### config.mk
export PLATFORM = sky130hd
export DESIGN_NAME = hit_map_decoder_flat
export DESIGN_NICKNAME = d
export VERILOG_FILES = /design/src/rtl/hit_map_decoder_if.sv /design/src/rtl/hit_map_decoder.sv /design/src/flat_wrapper.sv
export SDC_FILE = /design/constraint.sdc
export NUM_CORES = 2
export LEC_CHECK = 0
export BUFFER_PORTS_ARGS = -buffer_cell sky130_fd_sc_hd__buf_2
export CORE_ASPECT_RATIO = 0.6
export CORE_MARGIN = 2
export CORE_UTILIZATION = 68
export CTS_BUF_LIST = sky130_fd_sc_hd__clkbuf_4 sky130_fd_sc_hd__clkbuf_8 sky130_fd_sc_hd__clkbuf_16
export DETAILED_ROUTE_END_ITERATION = 12
export PLACE_DENSITY = 0.85
export SLEW_MARGIN = 25
export SYNTH_ARGS = -nofsm -noshare
export SYNTH_HDL_FRONTEND = slang
export SYNTH_SLANG_ARGS = --single-unit
### constraint.sdc
create_clock -name clk -period 4.7 [get_ports clk]
set_input_delay 1.41 -clock clk [delete_from_list [all_inputs] [get_ports clk]]
set_output_delay 1.41 -clock clk [all_outputs]
set_load 0.01 [all_outputs]
### src/rtl/hit_map_decoder_if.sv
// Hit coordinate handshake between the map decoder and its consumer.
interface hit_map_decoder_if #(
  parameter int XW = 6,
  parameter int YW = 6
);
  logic          hit_valid;
  logic          hit_ready;
  logic [XW-1:0] hit_x;
  logic [YW-1:0] hit_y;

  modport master (
    output hit_valid, hit_x, hit_y,
    input  hit_ready
  );

  modport slave (
    input  hit_valid, hit_x, hit_y,
    output hit_ready
  );
endinterface

### src/rtl/hit_map_decoder.sv
// Hit-map frame receiver: header hunt, row capture, trailer check, hit scan.
// MAP_ROW_SKIP_EN: skip all-zero rows in one clk during the scan.
module hit_map_decoder #(
  parameter int NROW = 39,
  parameter int NCOL = 39,
  parameter int XW   = 6,
  parameter int YW   = 6
) (
  input  logic             clk,
  input  logic             reset_n,
  input  logic [NCOL-1:0]  data_in,
  hit_map_decoder_if.master hit,
  output logic [10:0]      hit_count,
  output logic             busy,
  output logic             frame_done,
  output logic             frame_err,
  output logic             frame_drop
);

  function automatic logic [NCOL-1:0] alt_word(input logic msb);
    logic [NCOL-1:0] w;
    for (int i = 0; i < NCOL; i++)
      w[i] = ((NCOL - 1 - i) % 2 == 0) ? msb : ~msb;
    return w;
  endfunction

  localparam logic [NCOL-1:0] HDR_WORD = alt_word(1'b1);
  localparam logic [NCOL-1:0] TRL_WORD = alt_word(1'b0);
  localparam logic [XW-1:0]   X_LAST   = XW'(NROW - 1);
  localparam logic [YW-1:0]   Y_LAST   = YW'(NCOL - 1);

  typedef enum logic [2:0] {
    IDLE, CAPTURE, CHECK, SCAN, DONE
  } state_t;

  state_t          state;
  logic [NCOL-1:0] map [NROW];
  logic [XW-1:0]   row_cnt;
  logic [XW-1:0]   sx;
  logic [YW-1:0]   sy;
  logic            scan_end;
  logic            is_hdr;
  logic            is_trl;
  logic            stall;
  logic            cur_bit;
  logic            skip;

  assign is_hdr  = (data_in == HDR_WORD);
  assign is_trl  = (data_in == TRL_WORD);
  assign stall   = hit.hit_valid && !hit.hit_ready;
  assign cur_bit = map[sx][sy];

`ifdef MAP_ROW_SKIP_EN
  assign skip = (sy == '0) && (map[sx] == '0);
`else
  assign skip = 1'b0;
`endif

  always_ff @(posedge clk)
    if (state == CAPTURE)
      map[row_cnt] <= data_in;

  always_ff @(posedge clk or negedge reset_n) begin
    if (!reset_n) begin
      state         <= IDLE;
      row_cnt       <= '0;
      sx            <= '0;
      sy            <= '0;
      scan_end      <= 1'b0;
      hit.hit_valid <= 1'b0;
      hit.hit_x     <= '0;
      hit.hit_y     <= '0;
      hit_count     <= '0;
      busy          <= 1'b0;
      frame_done    <= 1'b0;
      frame_err     <= 1'b0;
      frame_drop    <= 1'b0;
    end else begin
      frame_done <= 1'b0;
      frame_err  <= 1'b0;
      frame_drop <= 1'b0;
      unique case (state)
        IDLE: begin
          if (is_hdr) begin
            state     <= CAPTURE;
            busy      <= 1'b1;
            row_cnt   <= '0;
            hit_count <= '0;
          end
        end
        CAPTURE: begin
          row_cnt <= row_cnt + 1'b1;
          if (row_cnt == X_LAST)
            state <= CHECK;
        end
        CHECK: begin
          if (is_trl) begin
            state    <= SCAN;
            sx       <= '0;
            sy       <= '0;
            scan_end <= 1'b0;
          end else begin
            // the rejected word is consumed here, never re-tried as a header
            frame_err  <= 1'b1;
            frame_drop <= is_hdr;
            state      <= IDLE;
            busy       <= 1'b0;
          end
        end
        SCAN: begin
          frame_drop <= is_hdr;
          if (!stall) begin
            if (hit.hit_valid)
              hit_count <= hit_count + 1'b1;
            if (scan_end) begin
              hit.hit_valid <= 1'b0;
              frame_done    <= 1'b1;
              state         <= DONE;
            end else if (skip) begin
              hit.hit_valid <= 1'b0;
              sy            <= '0;
              sx            <= sx + 1'b1;
              scan_end      <= (sx == X_LAST);
            end else begin
              // an accept and the next hit can land in the same clk
              hit.hit_valid <= cur_bit;
              if (cur_bit) begin
                hit.hit_x <= sx;
                hit.hit_y <= sy;
              end
              if (sy == Y_LAST) begin
                sy       <= '0;
                sx       <= sx + 1'b1;
                scan_end <= (sx == X_LAST);
              end else begin
                sy <= sy + 1'b1;
              end
            end
          end
        end
        DONE: begin
          state <= IDLE;
          busy  <= 1'b0;
        end
        default: state <= IDLE;
      endcase
    end
  end

endmodule

### src/flat_wrapper.sv
// flat-port wrapper written by rule: the top's interface ports become plain ports
module hit_map_decoder_flat 
#(
  parameter int NROW = 39,
  parameter int NCOL = 39,
  parameter int XW   = 6,
  parameter int YW   = 6
)
  (clk, reset_n, data_in, hit_count, busy, frame_done, frame_err, frame_drop, hit_hit_valid, hit_hit_x, hit_hit_y, hit_hit_ready);
  hit_map_decoder_if #(.XW(XW), .YW(YW)) hit_i ();
  input  logic clk;
  input  logic reset_n;
  input  logic [NCOL-1:0] data_in;
  output logic [10:0] hit_count;
  output logic busy;
  output logic frame_done;
  output logic frame_err;
  output logic frame_drop;
  output wire logic [$bits(hit_i.hit_valid)-1:0] hit_hit_valid;
  output wire logic [$bits(hit_i.hit_x)-1:0] hit_hit_x;
  output wire logic [$bits(hit_i.hit_y)-1:0] hit_hit_y;
  input wire logic [$bits(hit_i.hit_ready)-1:0] hit_hit_ready;
  assign hit_hit_valid = hit_i.hit_valid;
  assign hit_hit_x = hit_i.hit_x;
  assign hit_hit_y = hit_i.hit_y;
  assign hit_i.hit_ready = hit_hit_ready;
  hit_map_decoder #(.NROW(NROW), .NCOL(NCOL), .XW(XW), .YW(YW)) u_core (.clk(clk), .reset_n(reset_n), .data_in(data_in), .hit(hit_i), .hit_count(hit_count), .busy(busy), .frame_done(frame_done), .frame_err(frame_err), .frame_drop(frame_drop));
endmodule
Word level (Yosys, flattened, before mapping)
Memory sizes are Yosys's and may differ from the RTL's.
Cells that the tools add are included.
Word-level totals
  flip-flop bits (word level): 50
  memory bits (writable): 1521
  bits of input ports: 42
  output and inout port bits: 28
  word-level logic and storage cells: 96
  memories: 1
Operators by class
  $add $sub $neg: 4
  magnitude comparators: 1
  equal/unequal tests: 18
  muxes and demuxes: 41
  bitwise gates (word level): 2
  reductions and logical operators: 16
Memories
  u_core.map: depth 39, bits a word 39, read ports 1, clocked after Yosys merged registers in 0, wr ports 1, line hit_map_decoder.sv:37  | logic [NCOL-1:0] map [NROW];
Operator list (count)
  $mux 6: 8
  $eq 39x38->1 const B: 1
  $eq 39x39->1 const B: 1
  $pmux 6 s2: 3
  $mux 11: 3
  $pmux 11 s2: 1
  $add 6x1->6 const B: 3
  $eq 6x6->1 const B: 3
  $mux 1: 16
  $reduce_and 4->1: 4
  $mux 3: 4
  $pmux 3 s4: 1
  $add 11x1->11 const B: 1
  $ne 2x1->1 const B: 5
  $ne 2x2->1 const B: 4
  $lt 6x7->1 const B: 1
  $bmux 1 s6: 1
  $eq 3x2->1 const B: 2
  $reduce_and 3->1: 2
  $reduce_bool 2->1: 3
  $reduce_and 5->1: 1
  $pmux 1 s2: 2
  $reduce_and 2->1: 2
  $eq 3x1->1 const B: 1
  other kinds (8): 9

Depth between registers and ports, before layout
  depth after elaboration: 5
  depth in mapped cells: 20
  gate-level depth less buffers: 10

Worst setup path before layout
Ideal clock, no wire load.
  kind: input to register
  from: in data_in[28]
  to: reg u_core.sy[5]
  setup time: 0.083 ns
  arrival: 3.506 ns
  required time: 4.617 ns
  setup slack: 1.111 ns
  stages: 8
  buffers on the path: 0
  path through: nor4b_1 > nand4_1 > or4_1 > nor3b_1 > nor2_1 > nor3_1 > a21oi_1 > o21ai_0
Between the ends
  word-level cells in the longest chain between the ends: 3
RTL lines
  start, declared: line flat_wrapper.sv:13  | input logic [NCOL-1:0] data_in;
  $eq 39x38->1: line hit_map_decoder.sv:49  | assign is_trl = (data_in == TRL_WORD);
  $ne 2x1->1 (no source line)
  $reduce_and 4->1 (no source line)
  end signal, assigned: line hit_map_decoder.sv:136  | sy <= sy + 1'b1;
  end, declared: line hit_map_decoder.sv:40  | logic [YW-1:0] sy;
No other way between the ends.
A chain may end at the register's enable or synchronous reset.

Worst setup path after layout
  from: reg u_core.sx[1]
  to: reg u_core.hit.hit_valid
Between the ends
  word-level cells in the longest chain between the ends: 4
RTL lines
  start, declared: line hit_map_decoder.sv:39  | logic [XW-1:0] sx;
  start signal, assigned: line hit_map_decoder.sv:122  | sx <= sx + 1'b1;
  start signal, assigned: line hit_map_decoder.sv:133  | sx <= sx + 1'b1;
  $mem_v2 39x39
  $bmux 1 s6: line hit_map_decoder.sv:51  | assign cur_bit = map[sx][sy];
  $mux 1 (implied by the code): line hit_map_decoder.sv:51
  $mux 1: line hit_map_decoder.sv:115  | if (scan_end) begin
  end signal, assigned: line hit_map_decoder.sv:126  | hit.hit_valid <= cur_bit;
  end, declared: line hit_map_decoder_if.sv:12  | output hit_valid, hit_x, hit_y,
No other way between the ends. The select of a mux whose other input is x is not followed.

==> flow_metrics.tcl <==
set metrics [dict create \
    cts_buffers 135 \
    via_per_inst 7.69 \
    htreeDepth 4 \
    cts_tree "yes" \
    initial_core_util_pct 68.6 \
    clk_path_buf_depth 3 \
    hold_viol_final 0 \
    yosysTopAreaCell "edfxtp_1" \
    port_buffers 69 \
    vdd_drop_max_mv 0.360 \
    synthDistinctLibCells 95 \
    globalRouteOverflowTotal 0 \
    skew_ns 0.0350 \
    detail-route-antenna-nets 0 \
    synth-seq-cells 1571 \
    grt_util_all_layers_pct 39.9 \
    tightest_slew_ns 1.18 \
    dr.pass1.iters 8 \
    yosysMostFrequentCell "edfxtp_1" \
    relSlewSlack_pct 21.2 \
    path_max_fanout 28 \
    antenna_found_initial 14 \
    netlist_area_um2 63000 \
    area_growth_pct 10.2 \
    grt_setup_unrepaired "no" \
    fin_crit_ns 4.49 \
    grt_pass1_vias 34600 \
    clock-root-buffer "clkbuf_16" \
    num_io_pins 70 \
    leakagePower_nw 21.8 \
    synth_top_area_share_pct 72.5 \
    num_vias 35500 \
    synth_nets 3118 \
    drtIter0Drc 7051 \
    netlist_instances 3069 \
    route.detailed.drc 0 \
    fillers 4605 \
    die_x_um 397 \
    setup_viol 0 \
    hp-class "flip-flop to flip-flop" \
    cp.arrival_ns 5.10 \
    routed_wl_um 187000 \
    die_area_um2 95200 \
    ys.flop_type "edfxtp_1" \
    synth_warnings 0 \
    grt_pass1_wl_um 259000 \
    status "completed" \
    ctsHoldBuffers 0 \
    tns_ns 0 \
    crit_path_start_kind "flip-flop" \
    required_ns 5.31 \
    crit_path_end_kind "flip-flop" \
    slew_violations 0 \
    setup.worst_path.class "flip-flop to flip-flop" \
    grt_max_degree 76 \
    nets 3336 \
    drive_above_1_share_pct 22.4 \
    maxCapViolCount 0 \
    synth.avg_cell_area_um2 20.5 \
    clkSinkCount 1571 \
    synth_seq_area_share_pct 74.5 \
    fin_crit_sh_pct 95.4 \
    ys_top_cells_by_area "edfxtp_1, mux4_2, mux4_1" \
    rows 86 \
    clk_latency_ns 0.78 \
    place.gp.congestion 0.956 \
    post-cts-setup-buffer-count 0 \
    ctsResizeCount 0 \
    die_y_um 240 \
    fin_util_pct 75.6 \
    core_um2 91800 \
    wire_per_inst_um 40.4 \
    synthArstFlopShare_pct 3.18 \
    synthTopCellsByCount "edfxtp_1, mux2i_1, mux4_2" \
    fmax_mhz 223 \
    p_per_area_nw_per_um2 382 \
    dpl.hpwl_um 102000 \
    path_clk_slew_ns 0.07 \
    synth_edf_count 1521 \
    power.total_mw 26.5 \
]
-- logic make-up after synthesis --
kind of cell | share of synthesized area, %
buffers and inverters | 2.97
xor gates and xnor gates | 0.222
and+or+nand+nor | 2.99
adders and majority gates | 0.139
AOI/OAI and AO/OA | 3.80
muxes | 15.4
DFF | 74.5
-- flip-flops by register name (all words and copies together) (netlist names) --
register / cells
u_core.hit.hit_y: 6
u_core.row_cnt: 6
u_core.hit.hit_valid: 1
u_core.hit.hit_x: 6
u_core.scan_end: 1
u_core.hit_count: 11
u_core.sx: 6
u_core.busy: 1
u_core.frame_done: 1
u_core.frame_drop: 1
u_core.map: 1521
u_core.frame_err: 1
u_core.state: 3
u_core.sy: 6
-- layout make-up --
type | instances | area (um^2) | share of cell area (%)
inverter | 25 | 93.8 | 0.135
multi-input combinational | 1299 | 14500 | 20.9
antenna | 4 | 10.0 | 0.0144
clock buffer | 172 | 3770 | 5.44
tap | 1232 | 1540 | 2.22
timing repair buffer | 255 | 2130 | 3.07
clock inverter | 63 | 413 | 0.595
sequential | 1571 | 46900 | 67.6
-- report_power, final --
group | total [mW] | internal [mW] | switching, mW
sequential | 15.3 | 15.3 | 0.000000000339
combinational | 0.300 | 0.0415 | 0.258
clock | 10.9 | 5.86 | 4.99
total | 26.5 | 21.2 | 5.25
-- through the flow --
stage	area [um^2]	hold slack, ns	setup slack (ns)	instances
after CTS	69400	0.546	0.497	4617
after floorplan	63000	0.521	1.11	3069
final	69400	0.542	0.215	4621
after detailed placement	65200	0.529	0.471	4382
after global placement	65200	0.489	0.561	4382
after global routing	69400	0.556	0.0667	4618
-- critical path, stage by stage, from the launching register on --
cell and delay, ns:
dfrtp_4 0.71, buf_4 0.49, or2_2 0.45, nor3_1 0.13, a2111oi_0 0.72, a22oi_1 0.18, and4bb_1 0.31, a21oi_1 0.49
o32a_2 0.33, nand2_2 0.18, a21oi_1 0.22, o21ai_0 0.10
-- metal layers --
layer,GRT usage (%),share of wire (%),vias to the layer above
met2,56.9,43,3893
met1,54.5,33,17700
met3,16.4,18,741
met4,18.5,5.5,12
met5,0,0.066,-
li1,-,-,13200
-- layout by cell type, fill, tap and decap left out, drive strengths merged, types with 5 or more instances in the layout --
cell type and instances:
nand3 35, buf 255, o31ai 6, clkinv 53, clkbuf 172, nand2 119
a21oi 41, nand4 26, nand2b 8, nor2b 10, nand4b 5, xor2 10
inv 29, a211oi 11, and3 6, dfrtp 50, o21ai 76, o22ai 15
a21o 5, and2 11, nor3 18, ha 7, nor2 98, edfxtp 1521
mux2i 234, a2111oi 9, o41ai 5, o211a 10, mux2 33, xnor2 6
a22oi 65, a31oi 9, mux4 293, o311ai 13, nor4 7, nor4bb 9
o211ai 14, a221oi 29
-- path summary, 6_finish.rpt --
check | start | endpoint | slack (ns) | cells past startpoint
worst max-delay path | u_core.sx[1] | u_core.hit.hit_valid | 0.21 | 11
worst min-delay path | u_core.hit.hit_y[4] | u_core.hit.hit_y[4] | 0.54 | 1
worst max register to register | u_core.sx[1] | u_core.hit.hit_valid | 0.21 | 11
worst min register to register | u_core.hit.hit_y[4] | u_core.hit.hit_y[4] | 0.54 | 1
max in group asynchronous | reset_n | u_core.row_cnt[3] | 3.49 | 2
min in group asynchronous | reset_n | u_core.sy[0] | 0.66 | 1
Power figures use the tool's default switching activity.
